## src/rtl/ccff_loader.sv

```systemverilog
// ---------------------------------------------------------------------------
// ccff_loader
//   Streams host configuration bytes, LSB first, into a configuration
//   flip-flop chain. One LOAD cycle accepts a byte. The following SHIFT
//   cycles drive it onto ccff_head with ccff_clk_en asserted.
//
//   Optional feature macro: CCFF_LOADER_READBACK_EN
//     When this macro is defined, a VERIFY phase follows the load. VERIFY
//     rotates the whole chain once (ccff_head = ccff_tail) and compares a
//     CRC-16-CCITT of the bits written against a CRC-16-CCITT of the bits
//     read back. When the macro is not defined, error is tied to 0.
//
// Parameters
//   CHAIN_LEN      number of configuration bits in the chain (1..65535)
//   CNT_W          width of the bit counter
//
// Ports
//   prog_clk       configuration clock (rising edge)
//   prog_reset_n   asynchronous active-low reset
//   start          one-cycle pulse that begins a load (IDLE/DONE only)
//   cfg_data       configuration byte from the host
//   cfg_valid      cfg_data is valid
//   cfg_ready      loader accepts a byte this cycle (LOAD only)
//   ccff_head      serial bit into the chain
//   ccff_clk_en    chain shift enable for the next prog_clk edge
//   ccff_tail      serial bit out of the chain
//   busy           load or verify in progress
//   done           last operation completed (level)
//   error          readback CRC mismatch (level)
//   bit_count      bits shifted in the current load
// ---------------------------------------------------------------------------
module ccff_loader #(
  parameter int CHAIN_LEN = 40,
  parameter int CNT_W     = 16
) (
  input  logic             prog_clk,
  input  logic             prog_reset_n,
  input  logic             start,
  input  logic [7:0]       cfg_data,
  input  logic             cfg_valid,
  output logic             cfg_ready,
  output logic             ccff_head,
  output logic             ccff_clk_en,
  input  logic             ccff_tail,
  output logic             busy,
  output logic             done,
  output logic             error,
  output logic [CNT_W-1:0] bit_count
);

  localparam logic [CNT_W-1:0] LAST_BIT = CNT_W'(CHAIN_LEN - 1);

  typedef enum logic [2:0] {
    IDLE   = 3'd0,
    LOAD   = 3'd1,
    SHIFT  = 3'd2,
`ifdef CCFF_LOADER_READBACK_EN
    VERIFY = 3'd3,
`endif
    DONE   = 3'd4
  } state_t;

  state_t           state_q, state_d;
  logic [7:0]       shreg_q, shreg_d;
  logic [CNT_W-1:0] bit_count_q, bit_count_d;
  logic [2:0]       bidx_q, bidx_d;     // bit position within the current byte

`ifdef CCFF_LOADER_READBACK_EN
  logic [15:0]      crc_a_q, crc_a_d;   // CRC of bits written
  logic [15:0]      crc_b_q, crc_b_d;   // CRC of bits read back
  logic [CNT_W-1:0] vcnt_q, vcnt_d;
  logic             error_q, error_d;

  // CRC-16-CCITT, poly 0x1021, MSB-first, one bit per call.
  function automatic logic [15:0] crc_step(input logic [15:0] crc, input logic b);
    logic fb;
    fb = crc[15] ^ b;
    return {crc[14:0], 1'b0} ^ (fb ? 16'h1021 : 16'h0000);
  endfunction
`else
  // Without readback the tail is not observed.
  logic unused_tail;
  assign unused_tail = ccff_tail;
`endif

  always_ff @(posedge prog_clk or negedge prog_reset_n) begin
    if (!prog_reset_n) begin
      state_q     <= IDLE;
      shreg_q     <= 8'h00;
      bit_count_q <= '0;
      bidx_q      <= 3'd0;
`ifdef CCFF_LOADER_READBACK_EN
      crc_a_q     <= 16'h0000;
      crc_b_q     <= 16'h0000;
      vcnt_q      <= '0;
      error_q     <= 1'b0;
`endif
    end else begin
      state_q     <= state_d;
      shreg_q     <= shreg_d;
      bit_count_q <= bit_count_d;
      bidx_q      <= bidx_d;
`ifdef CCFF_LOADER_READBACK_EN
      crc_a_q     <= crc_a_d;
      crc_b_q     <= crc_b_d;
      vcnt_q      <= vcnt_d;
      error_q     <= error_d;
`endif
    end
  end

  always_comb begin
    state_d     = state_q;
    shreg_d     = shreg_q;
    bit_count_d = bit_count_q;
    bidx_d      = bidx_q;
    cfg_ready   = 1'b0;
    ccff_head   = 1'b0;
    ccff_clk_en = 1'b0;
`ifdef CCFF_LOADER_READBACK_EN
    crc_a_d     = crc_a_q;
    crc_b_d     = crc_b_q;
    vcnt_d      = vcnt_q;
    error_d     = error_q;
`endif

    unique case (state_q)
      IDLE, DONE: begin
        if (start) begin
          bit_count_d = '0;
          state_d     = LOAD;
`ifdef CCFF_LOADER_READBACK_EN
          error_d     = 1'b0;
          crc_a_d     = 16'hFFFF;
          crc_b_d     = 16'hFFFF;
`endif
        end
      end

      LOAD: begin
        cfg_ready = 1'b1;
        if (cfg_valid) begin
          shreg_d = cfg_data;
          bidx_d  = 3'd0;
          state_d = SHIFT;
        end
      end

      SHIFT: begin
        ccff_clk_en = 1'b1;
        ccff_head   = shreg_q[0];
        shreg_d     = {1'b0, shreg_q[7:1]};
        bit_count_d = bit_count_q + 1'b1;
        bidx_d      = bidx_q + 3'd1;
`ifdef CCFF_LOADER_READBACK_EN
        crc_a_d     = crc_step(crc_a_q, shreg_q[0]);
`endif
        // The last chain bit ends the load even mid-byte; the remaining
        // high bits of that byte are simply dropped.
        if (bit_count_q == LAST_BIT) begin
`ifdef CCFF_LOADER_READBACK_EN
          vcnt_d  = '0;
          state_d = VERIFY;
`else
          state_d = DONE;
`endif
        end else if (bidx_q == 3'd7) begin
          state_d = LOAD;
        end
      end

`ifdef CCFF_LOADER_READBACK_EN
      VERIFY: begin
        // Feed the tail back into the head so that one full rotation
        // restores the loaded contents.
        ccff_clk_en = 1'b1;
        ccff_head   = ccff_tail;
        crc_b_d     = crc_step(crc_b_q, ccff_tail);
        vcnt_d      = vcnt_q + 1'b1;
        if (vcnt_q == LAST_BIT) begin
          error_d = (crc_a_q != crc_b_d);
          state_d = DONE;
        end
      end
`endif

      default: state_d = IDLE;
    endcase
  end

`ifdef CCFF_LOADER_READBACK_EN
  assign busy  = (state_q == LOAD) || (state_q == SHIFT) || (state_q == VERIFY);
  assign error = error_q;
`else
  assign busy  = (state_q == LOAD) || (state_q == SHIFT);
  assign error = 1'b0;
`endif
  assign done      = (state_q == DONE);
  assign bit_count = bit_count_q;

endmodule

```

## config.mk

```make
export PLATFORM = sky130hd
export DESIGN_NAME = ccff_loader
export DESIGN_NICKNAME = d
export VERILOG_FILES = /design/src/rtl/ccff_loader.sv
export SDC_FILE = /design/constraint.sdc
export NUM_CORES = 1
export LEC_CHECK = 0
export BUFFER_PORTS_ARGS = -buffer_cell sky130_fd_sc_hd__buf_2
export CORE_AREA = 2 2 62 64
export DETAILED_ROUTE_END_ITERATION = 7
export DIE_AREA = 0 0 64 66
export PLACE_DENSITY = 0.77
export SKIP_CTS_REPAIR_TIMING = 1
export SKIP_LAST_GASP = 1
export SYNTH_ARGS = -nofsm -noshare
export SYNTH_HDL_FRONTEND = slang
export SYNTH_SLANG_ARGS = --single-unit
```

## constraint.sdc

```tcl
create_clock -name prog_clk -period 1.74 [get_ports prog_clk]
set_input_delay 0 -clock prog_clk [delete_from_list [all_inputs] [get_ports prog_clk]]
set_output_delay 0 -clock prog_clk [all_outputs]
set_load 0.02 [all_outputs]
```

==> results of run 1 <==
==> registers in the layout, summed over array words and instances (netlist names) <==
name       count
bidx_q         3
bit_count     16
shreg_q        8
state_q        3
==> worst max path at each step <==
stage	end	slack, ns	depth (start not counted)
2_1_floorplan	bit_count[3]	0.07	5
3_5_place_dp	bit_count[14]	0.06	5
4_1_cts	ccff_head	-0.13	5
3_3_place_gp	bit_count[15]	0.1	5
5_1_grt	bit_count[15]	-0.009	5
6_report	ccff_head	0.05	5
==> routing by layer <==
metal	wire, µm	part of all wire (%)
met5	0	0
met4	28	0.78
met3	222	6.2
met2	1720	48
met1	1600	45
==> cell usage after synthesis (2+ instances only) <==
library cell	n	area share, %
nor3b_1	3	1.4
a31oi_1	2	0.80
nand4_1	5	2.0
nor4_1	2	0.80
o311ai_0	4	2.2
o21ai_0	19	6.1
ha_1	3	2.4
mux2i_1	9	5.8
buf_2	3	0.96
inv_1	3	0.72
nor2_1	5	1.2
clkbuf_1	3	0.72
o41ai_1	4	2.2
nand3_1	8	2.6
a21oi_1	4	1.3
or4_1	2	0.96
and3_1	2	0.80
nand2_1	29	7.0
and2_1	4	1.6
or3_1	2	0.80
dfrtp_1	30	48
==> cells by family after synthesis <==
group           share of synthesized area (%)
flops                                    48.1
compound gates                           16.2
other cells                             0.240
simple gates                             23.4
mux                                      5.77
buf+inv                                  3.85
fa+ha+maj                                2.41
==> per-stage QoR <==
step / utilization [%] / setup WS, ns / power [µW] / cells / setup TNS, ns
floorplan: - / 0.0696 / 1600 / 165 / 0
global placement: 51.3 / 0.0991 / 1860 / 248 / 0
detailed placement: 51.3 / 0.0581 / 1880 / 248 / 0
CTS: 53.0 / -0.130 / 2320 / 256 / -0.287
global route: 57.5 / -0.00935 / 2680 / 269 / -0.0174
finish: 57.5 / 0.0524 / 2470 / 269 / 0
==> worst max-delay path, cell delays in order (launching register included) <==
cell and delay (ns):
dfrtp_1 0.40, or3b_4 0.45, inv_6 0.10, buf_12 0.13, and2_1 0.12, buf_2 0.15
==> cell type report <==
class | count | area share [%]
Tap cell | 48 | 2.94
Sequential cell | 30 | 36.8
Multi-Input combinational cell | 123 | 37.3
Clock buffer | 7 | 2.70
Inverter | 4 | 0.981
Timing Repair Buffer | 56 | 19.0
Clock inverter | 1 | 0.245
==> power groups by stage <==
stage / Clock (µW) / Combinational [µW] / Sequential (µW)
4_1_cts: 454 / 897 / 971
3_5_place_dp: 0 / 891 / 985
6_report: 435 / 1070 / 973
3_3_place_gp: 0 / 882 / 974
5_1_grt: 487 / 1190 / 1000
2_1_floorplan: 0 / 601 / 1000
==> summary.txt, run 1 <==
Power and ir drop
  • P_leak: 0.00100 µW
  • PwrDens: 1210 nW/µm²
  • IR drop worst, VDD: 0.781 mV
  • Switching Power: 922 µW
  • Switching share of total power: 37.3%
  • Comb pwr share: 43.1%
  • Clock power share: 17.6%
  • Sequential Power Share: 39.3%
  • Internal: 1550 µW

STA
  • Final setup vio count: 0
  • Final period util: 97.0%
  • RSZ-0062 raised after global routing: yes
  • Min Hold Slack: -0.0414 ns
  • Highest Clock Rate: 0.593 GHz
  • Max_slew headroom: 56.4%
  • Final Skew: 0.00833 ns
  • Crit path time final: 1.69 ns
  • Worst slew pin tran: 0.654 ns
  • Max-slew violations: 0
  • Final hold vios: 4

Cells and area
  • Storage element area: 752 µm²
  • Most common cell after layout, fill and taps aside: buf_2
  • Layout cells sized above 1: 28.5%
  • Multi-input logic area: 761 µm²
  • N_diodes: 0
  • Fillers: 309
  • P&R area growth vs syn: 30.8%
  • Commonest cells after routing, fill and taps aside: buf_2, nand2_1, dfrtp_1
  • Layout net count: 236
  • Final non-filler cell area: 2040 µm²

Critical path
  • Worst r2r src: state_q[0]
  • Critical path launch point type: register
  • CP Launch Point: state_q[0]
  • Crit path DAT: 1.69 ns
  • Crit. End Element: output pin
  • Critical path data required time: 1.74 ns
  • Critical path class: reg -> out
  • Setup slack, reg-to-reg: 0.08 ns
  • Capturing point of the worst reg2reg path: bit_count[15]
  • Worst reg-to-reg path cell count: 5
  • Worst-path fanout max: 14

CTS
  • Clk_lat worst skew: 0.33 ns
  • CTS Buf Count: 5
  • CTS Sinks: 30
  • H-tree depth: 2
  • Reg clk slew, reported paths: 0.09 ns
  • TritonCTS clock tree: built
  • CTS max path bufs: 2
  • Clock Tree Root: clkbuf_4

Routing
  • Remaining antenna violation count: 0
  • DRT iter0 DRCs: 81
  • DR vias: 1,456
  • Drt wl/cell: 13.3 µm
  • Drt pass-1 iters: 4
  • Final wirelength: 3570 µm
  • DRC violations left: 0
  • Drt via density: 5.41

Global routing
  • First-pass GRT wire length: 5840 µm
  • Total gr overflow: 0
  • Vias in the first global route: 1,299
  • Largest net degree at the start of global routing: 31
  • Initial antenna violation count: 0
  • Met2 Resource Use GR: 28.0%
  • Met1 GRT Util: 23.5%
  • Most Used Layer, Global Route: met2
  • GRT Util Overall: 17.5%
  • Met3 Use GR: 4.77%

Placement
  • GP Congestion: 0.861
  • # port buffers: 32
  • HPWL after DPL: 2320 µm
  • Placed inst area: 1820 µm²

Synthesis
  • Gate Count Post-Synth: 165
  • Synth warn: 0
  • Mean Syn Cell Area: 9.46 µm²
  • Top FF cell, synth: dfrtp_1
  • Seq/Total Area, Yosys: 48.1%
  • Synth unique cells: 40
  • Post-synth EDFFs: 0
  • Synth Register Bits: 30
  • Asr flop ratio synth: 100%
  • Mapped Nets: 181
  • Netlist area before placement: 1560 µm²

Floorplanning
  • Die span in y: 66 µm
  • Row cnt: 22
  • Die width: 64 µm
  • Placeable Area: 3550 µm²
  • Die Area: 4220 µm²
  • Initial core utilization: 43.9%
  • Ports: 35

Worst hold path
  • Hold Path Cell Cnt: 3
  • Class of the worst hold path: in -> reg
  • Hold EP: shreg_q[1]
  • Hold Crit Start: cfg_data[1]

Job
  • Max cap viols: 0

Run status
  • Outcome: finished with violations
  • Failing checks: negative hold slack
Note: power is estimated with default switching activity, not from simulation.
==> run 2, diff against run 1 <==
--- a/config.mk
+++ b/config.mk
@@ -6,10 +6,10 @@
 export NUM_CORES = 1
 export LEC_CHECK = 0
 export BUFFER_PORTS_ARGS = -buffer_cell sky130_fd_sc_hd__buf_2
-export CORE_AREA = 2 2 62 64
+export CORE_AREA = 2 2 61 63
 export DETAILED_ROUTE_END_ITERATION = 7
-export DIE_AREA = 0 0 64 66
-export PLACE_DENSITY = 0.77
+export DIE_AREA = 0 0 63 65
+export PLACE_DENSITY = 0.79
 export SKIP_CTS_REPAIR_TIMING = 1
 export SKIP_LAST_GASP = 1
 export SYNTH_ARGS = -nofsm -noshare
==> run 2 against run 1 <==
Net effect:
- the run ends with negative hold slack, negative setup slack left
- clock power is 13% lower
- first-iteration DRC count down 27%
- combinational power about the same
- sequential cell count unchanged
- sequential power is 0.4% higher
==> summary.txt, run 2 (synthesized netlist as in run 1, its figures left out) <==
Critical path
  • Critical path data required time: 2.00 ns
  • WP depth: 5
  • Critical-path cell with the highest stage delay: or3b_4
  • Crit path to: bit_count[15]
  • Crit. End Element: register
  • WP buf/inv: 1
  • Critical path launch point type: register
  • Critical path class: reg -> reg
  • Crit path cell chain: or3b_4 > clkinv_4 > nand4_1 > nor4_2 > mux2i_1
  • Setup slack, reg-to-reg: -0.02 ns
  • Crit path DAT: 2.02 ns
  • Worst-path fanout max: 7
  • Top delay family on crit path: simple AND/OR/NAND/NOR gates
  • Capturing point of the worst reg2reg path: bit_count[15]
  • Slowest stage delay, CP: 0.46 ns
  • CP Launch Point: state_q[0]
  • Worst r2r src: state_q[0]
  • Worst reg-to-reg path cell count: 5

CTS
  • Reg clk slew, reported paths: 0.09 ns
  • Clk_lat worst skew: 0.32 ns
  • H-tree depth: 2
  • Clock Tree Root: clkbuf_4
  • CTS max path bufs: 2
  • CTS Buf Count: 5
  • CTS Sinks: 30
  • TritonCTS clock tree: built

STA
  • Final hold vios: 3
  • Max-slew violations: 0
  • Final setup vio count: 1
  • Final period util: 101%
  • Worst slew pin tran: 0.658 ns
  • Min Hold Slack: -0.0298 ns
  • Final Skew: 0.00652 ns
  • Crit path time final: 1.76 ns
  • Max_slew headroom: 56.2%
  • PnR worst setup slack: -0.0214 ns
  • Highest Clock Rate: 0.568 GHz
  • RSZ-0062 raised after global routing: yes

Power and ir drop
  • P_leak: 0.000994 µW
  • PwrDens: 1180 nW/µm²
  • IR drop worst, VDD: 0.794 mV
  • Total power: 2410 µW

Worst hold path
  • Class of the worst hold path: in -> reg

Floorplanning
  • Die width: 63 µm
  • Placeable Area: 3500 µm²
  • Ports: 35
  • Initial core utilization: 44.6%
  • Die Area: 4100 µm²
  • Die span in y: 65 µm
  • Row cnt: 22

Run status
  • Outcome: finished with violations
  • Failing checks: negative hold slack, negative setup slack

Global routing
  • GRT Util Overall: 17.7%
  • Initial antenna violation count: 0
  • First-pass GRT wire length: 5680 µm
  • Vias in the first global route: 1,254
  • Largest net degree at the start of global routing: 31
  • Total gr overflow: 0

Placement
  • HPWL after DPL: 2350 µm
  • Cell count after placement: 249
  • # port buffers: 32
  • GP Congestion: 0.868

Job
  • Max cap viols: 0

Routing
  • DR vias: 1,484
  • Drt via density: 5.52
  • Remaining antenna violation count: 0
  • Drt pass-1 iters: 4
  • Final wirelength: 3710 µm
  • DRT iter0 DRCs: 59
  • DRC violations left: 0
  • Drt wl/cell: 13.8 µm

Cells and area
  • N_diodes: 0
  • Most common cell after layout, fill and taps aside: buf_2
  • P&R area growth vs syn: 31.5%
  • Layout net count: 237
  • Max reg flops: 16
  • Layout cells sized above 1: 29.0%
  • Commonest cells after routing, fill and taps aside: buf_2, nand2_1, dfrtp_1
  • Fin cells: 269
  • Fillers: 331
[run 2: power breakdown]
part / switching (µW) / internal (µW)
logic: 576 / 481
clock network: 228 / 152
registers: 110 / 866
[run 2: tightest hold or removal path: stages]
cell and delay [ns]:
buf_2 0.07, mux2i_1 0.05, o21ai_0 0.13
[run 2: worst min-delay path by stage]
stage | slack [ns] | startpoint | endpoint | cells past startpoint
6_report | -0.03 | cfg_data[4] | shreg_q[4] | 3
5_1_grt | 0.006 | cfg_data[1] | shreg_q[1] | 3
4_1_cts | -0.28 | prog_reset_n | bit_count[13] | 1
3_5_place_dp | 0.08 | prog_reset_n | bit_count[2] | 1
3_3_place_gp | 0.07 | prog_reset_n | bit_count[2] | 1
2_1_floorplan | -0.30 | prog_reset_n | bidx_q[0] | 0
[run 2: metrics by stage]
stage,setup slack (ns),instance area [µm²],utilization (%),TNS [ns]
3_3_place_gp,0.0987,1830,52.4,0
5_1_grt,-0.116,2050,58.7,-0.161
4_1_cts,-0.117,1880,53.7,-0.234
2_1_floorplan,0.0696,1570,-,0
3_5_place_dp,0.00749,1830,52.4,0
6_report,-0.0214,2050,58.7,-0.0214
[run 2: layout make-up]
class	count	area [µm²]	share of cell area [%]
inverter	4	20.0	0.976
tap	48	60.1	2.93
timing repair buffer	57	400	19.5
sequential	30	752	36.6
clock buffer	7	45.0	2.20
multi-input combinational	123	774	37.7
[run 2: routing by layer]
| metal | vias to the layer above | global-route usage, % | share of wire [%] |
|---|---|---|---|
| li1 | 722 | - | - |
| met1 | 705 | 22.1 | 45 |
| met2 | 46 | 29.7 | 48 |
| met3 | 11 | 3.82 | 4.7 |
| met4 | 0 | 7.50 | 1.8 |
| met5 | - | 0 | 0 |
==> run 3, diff against run 2 <==
--- a/config.mk
+++ b/config.mk
@@ -6,10 +6,10 @@
 export NUM_CORES = 1
 export LEC_CHECK = 0
 export BUFFER_PORTS_ARGS = -buffer_cell sky130_fd_sc_hd__buf_2
-export CORE_AREA = 2 2 61 63
+export CORE_AREA = 2 2 66 68
 export DETAILED_ROUTE_END_ITERATION = 7
-export DIE_AREA = 0 0 63 65
-export PLACE_DENSITY = 0.79
+export DIE_AREA = 0 0 68 70
+export PLACE_DENSITY = 0.7
 export SKIP_CTS_REPAIR_TIMING = 1
 export SKIP_LAST_GASP = 1
 export SYNTH_ARGS = -nofsm -noshare
==> run 3 against run 2 <==
Net effect:
- the run ends with negative hold slack left
- count of clock-buffer cells in the layout is 1 lower
- non-clock buffer count shrank 6
- clock skew down 0.0033 ns
- critical path depth unchanged
- design area decreased by 2.1%
- routed wire length down 0.54%
- core utilization down 10 points
- sequential power is essentially flat
==> summary.txt, run 3 (synthesized netlist as in run 1, its figures left out) <==
Placement
  • Placed inst area: 1840 µm²
  • Cell count after placement: 253
  • # port buffers: 32
  • GP Congestion: 0.830
  • HPWL after DPL: 2460 µm

Worst hold path
  • Hold Path Cell Cnt: 4
  • Hold Crit Start: start
  • Hold EP: state_q[2]
  • Class of the worst hold path: in -> reg

STA
  • Max-slew violations: 0
  • Final period util: 97.5%
  • Final Skew: 0.00326 ns
  • Crit path time final: 1.70 ns
  • Min Hold Slack: -0.000677 ns
  • RSZ-0062 raised after global routing: yes
  • Final hold vios: 1
  • Final setup vio count: 0
  • Worst slew pin tran: 0.675 ns
  • Max_slew headroom: 55.0%
  • Highest Clock Rate: 0.589 GHz

Critical path
  • Worst r2r src: state_q[1]
  • Critical path class: reg -> out
  • Critical path launch point type: register
  • Crit path DAT: 1.70 ns
  • WP buf/inv: 3
  • Critical path data required time: 1.74 ns
  • Crit path cell chain: or3b_4 > inv_4 > buf_8 > and2_1 > buf_2
  • Setup slack, reg-to-reg: 0.06 ns
  • Top delay family on crit path: simple AND/OR/NAND/NOR gates
  • Capturing point of the worst reg2reg path: bit_count[11]
  • Worst reg-to-reg path cell count: 4
  • Slowest stage delay, CP: 0.43 ns
  • Critical-path cell with the highest stage delay: or3b_4
  • Crit. End Element: output pin
  • Worst-path fanout max: 28

Cells and area
  • Commonest cells after routing, fill and taps aside: buf_2, dfrtp_1, nand2_1
  • Fillers: 425
  • Final non-filler cell area: 2010 µm²
  • N_diodes: 0
  • Most common cell after layout, fill and taps aside: buf_2
  • Max reg flops: 16
  • Layout cells sized above 1: 30.1%
  • Layout net count: 231
  • P&R area growth vs syn: 28.7%
  • Fin util: 48.5%
  • Fin cells: 268

Global routing
  • Largest net degree at the start of global routing: 31
  • GRT Util Overall: 16.3%
  • Vias in the first global route: 1,260
  • First-pass GRT wire length: 5860 µm
  • Total gr overflow: 0
  • Initial antenna violation count: 0

Floorplanning
  • Die span in y: 70 µm
  • Initial core utilization: 37.7%
  • Ports: 35
  • Row cnt: 24
  • Die width: 68 µm
  • Die Area: 4760 µm²
  • Placeable Area: 4140 µm²

Routing
  • Remaining antenna violation count: 0
  • Drt pass-1 iters: 4
  • Drt via density: 5.44
  • DR vias: 1,458
  • Drt wl/cell: 13.8 µm
  • DRC violations left: 0
  • Final wirelength: 3690 µm
  • DRT iter0 DRCs: 114

Power and ir drop
  • P_leak: 0.000988 µW
  • PwrDens: 1290 nW/µm²
  • Total power: 2580 µW
  • IR drop worst, VDD: 0.583 mV

CTS
  • CTS Sinks: 30
  • CTS Buf Count: 5
  • Clk_lat worst skew: 0.28 ns
  • CTS max path bufs: 2
  • Clock Tree Root: clkbuf_8
  • TritonCTS clock tree: built
  • H-tree depth: 2
  • Reg clk slew, reported paths: 0.07 ns

Job
  • Max cap viols: 0

Run status
  • Outcome: finished with violations
  • Failing checks: negative hold slack
[run 3: cell count changes in the layout (fill, tap and decap cells not counted), sizes merged]
cell / previous run / this run
inv: 3 / 4
dlygate4sd3: 8 / 2
clkbuf: 8 / 6
buf: 48 / 49
clkinvlp: 0 / 1
[run 3: where the power goes]
| group | total (µW) | internal [µW] | switching (µW) |
|---|---|---|---|
| Sequential | 980 | 866 | 114 |
| Clock | 589 | 317 | 271 |
| Combinational | 1010 | 457 | 557 |
[run 3: per-layer routing]
| layer | GRT usage, % | share of wire (%) | vias up | wire length, µm |
|---|---|---|---|---|
| li1 | - | - | 708 | - |
| met1 | 22.6 | 47 | 699 | 1730 |
| met2 | 24.1 | 46 | 47 | 1700 |
| met3 | 4.35 | 5.5 | 4 | 203 |
| met4 | 6.22 | 1.5 | 0 | 55 |
| met5 | 0 | 0 | - | 0 |
[run 3: final cells by class]
class	count	area, µm²	share of cell area (%)
clock buffer	6	82.6	4.11
clock inverter	2	12.5	0.623
inverter	4	17.5	0.872
multi-input combinational	123	764	38.1
sequential	30	751	37.4
tap	52	65.1	3.24
timing repair buffer	51	315	15.7
[run 3: how the worst max path moves through the flow]
stage | startpoint | end | slack (ns) | cells after the start
2_1_floorplan | state_q[1] | bit_count[3] | 0.07 | 5
3_3_place_gp | state_q[1] | bit_count[6] | 0.06 | 5
3_5_place_dp | state_q[1] | bit_count[3] | 0.02 | 5
4_1_cts | state_q[1] | ccff_head | -0.07 | 5
5_1_grt | bit_count[0] | bit_count[10] | -0.08 | 5
6_report | state_q[1] | ccff_head | 0.04 | 5
[run 3: stage by stage]
stage                     setup TNS [ns]  setup slack [ns]
after detailed placement               0            0.0158
final                                  0            0.0434
after CTS                         -0.152           -0.0743
after floorplan                        0            0.0696
after global routing              -0.228           -0.0813
after global placement                 0            0.0558
[run 3: worst min-delay path: cells and delay by family]
| family | cells | cell delay, ns |
|---|---|---|
| and+or+nand+nor | 2 | 0.09 |
| buffers and inverters | 1 | 0.10 |
| AOI/OAI and AO/OA | 1 | 0.05 |
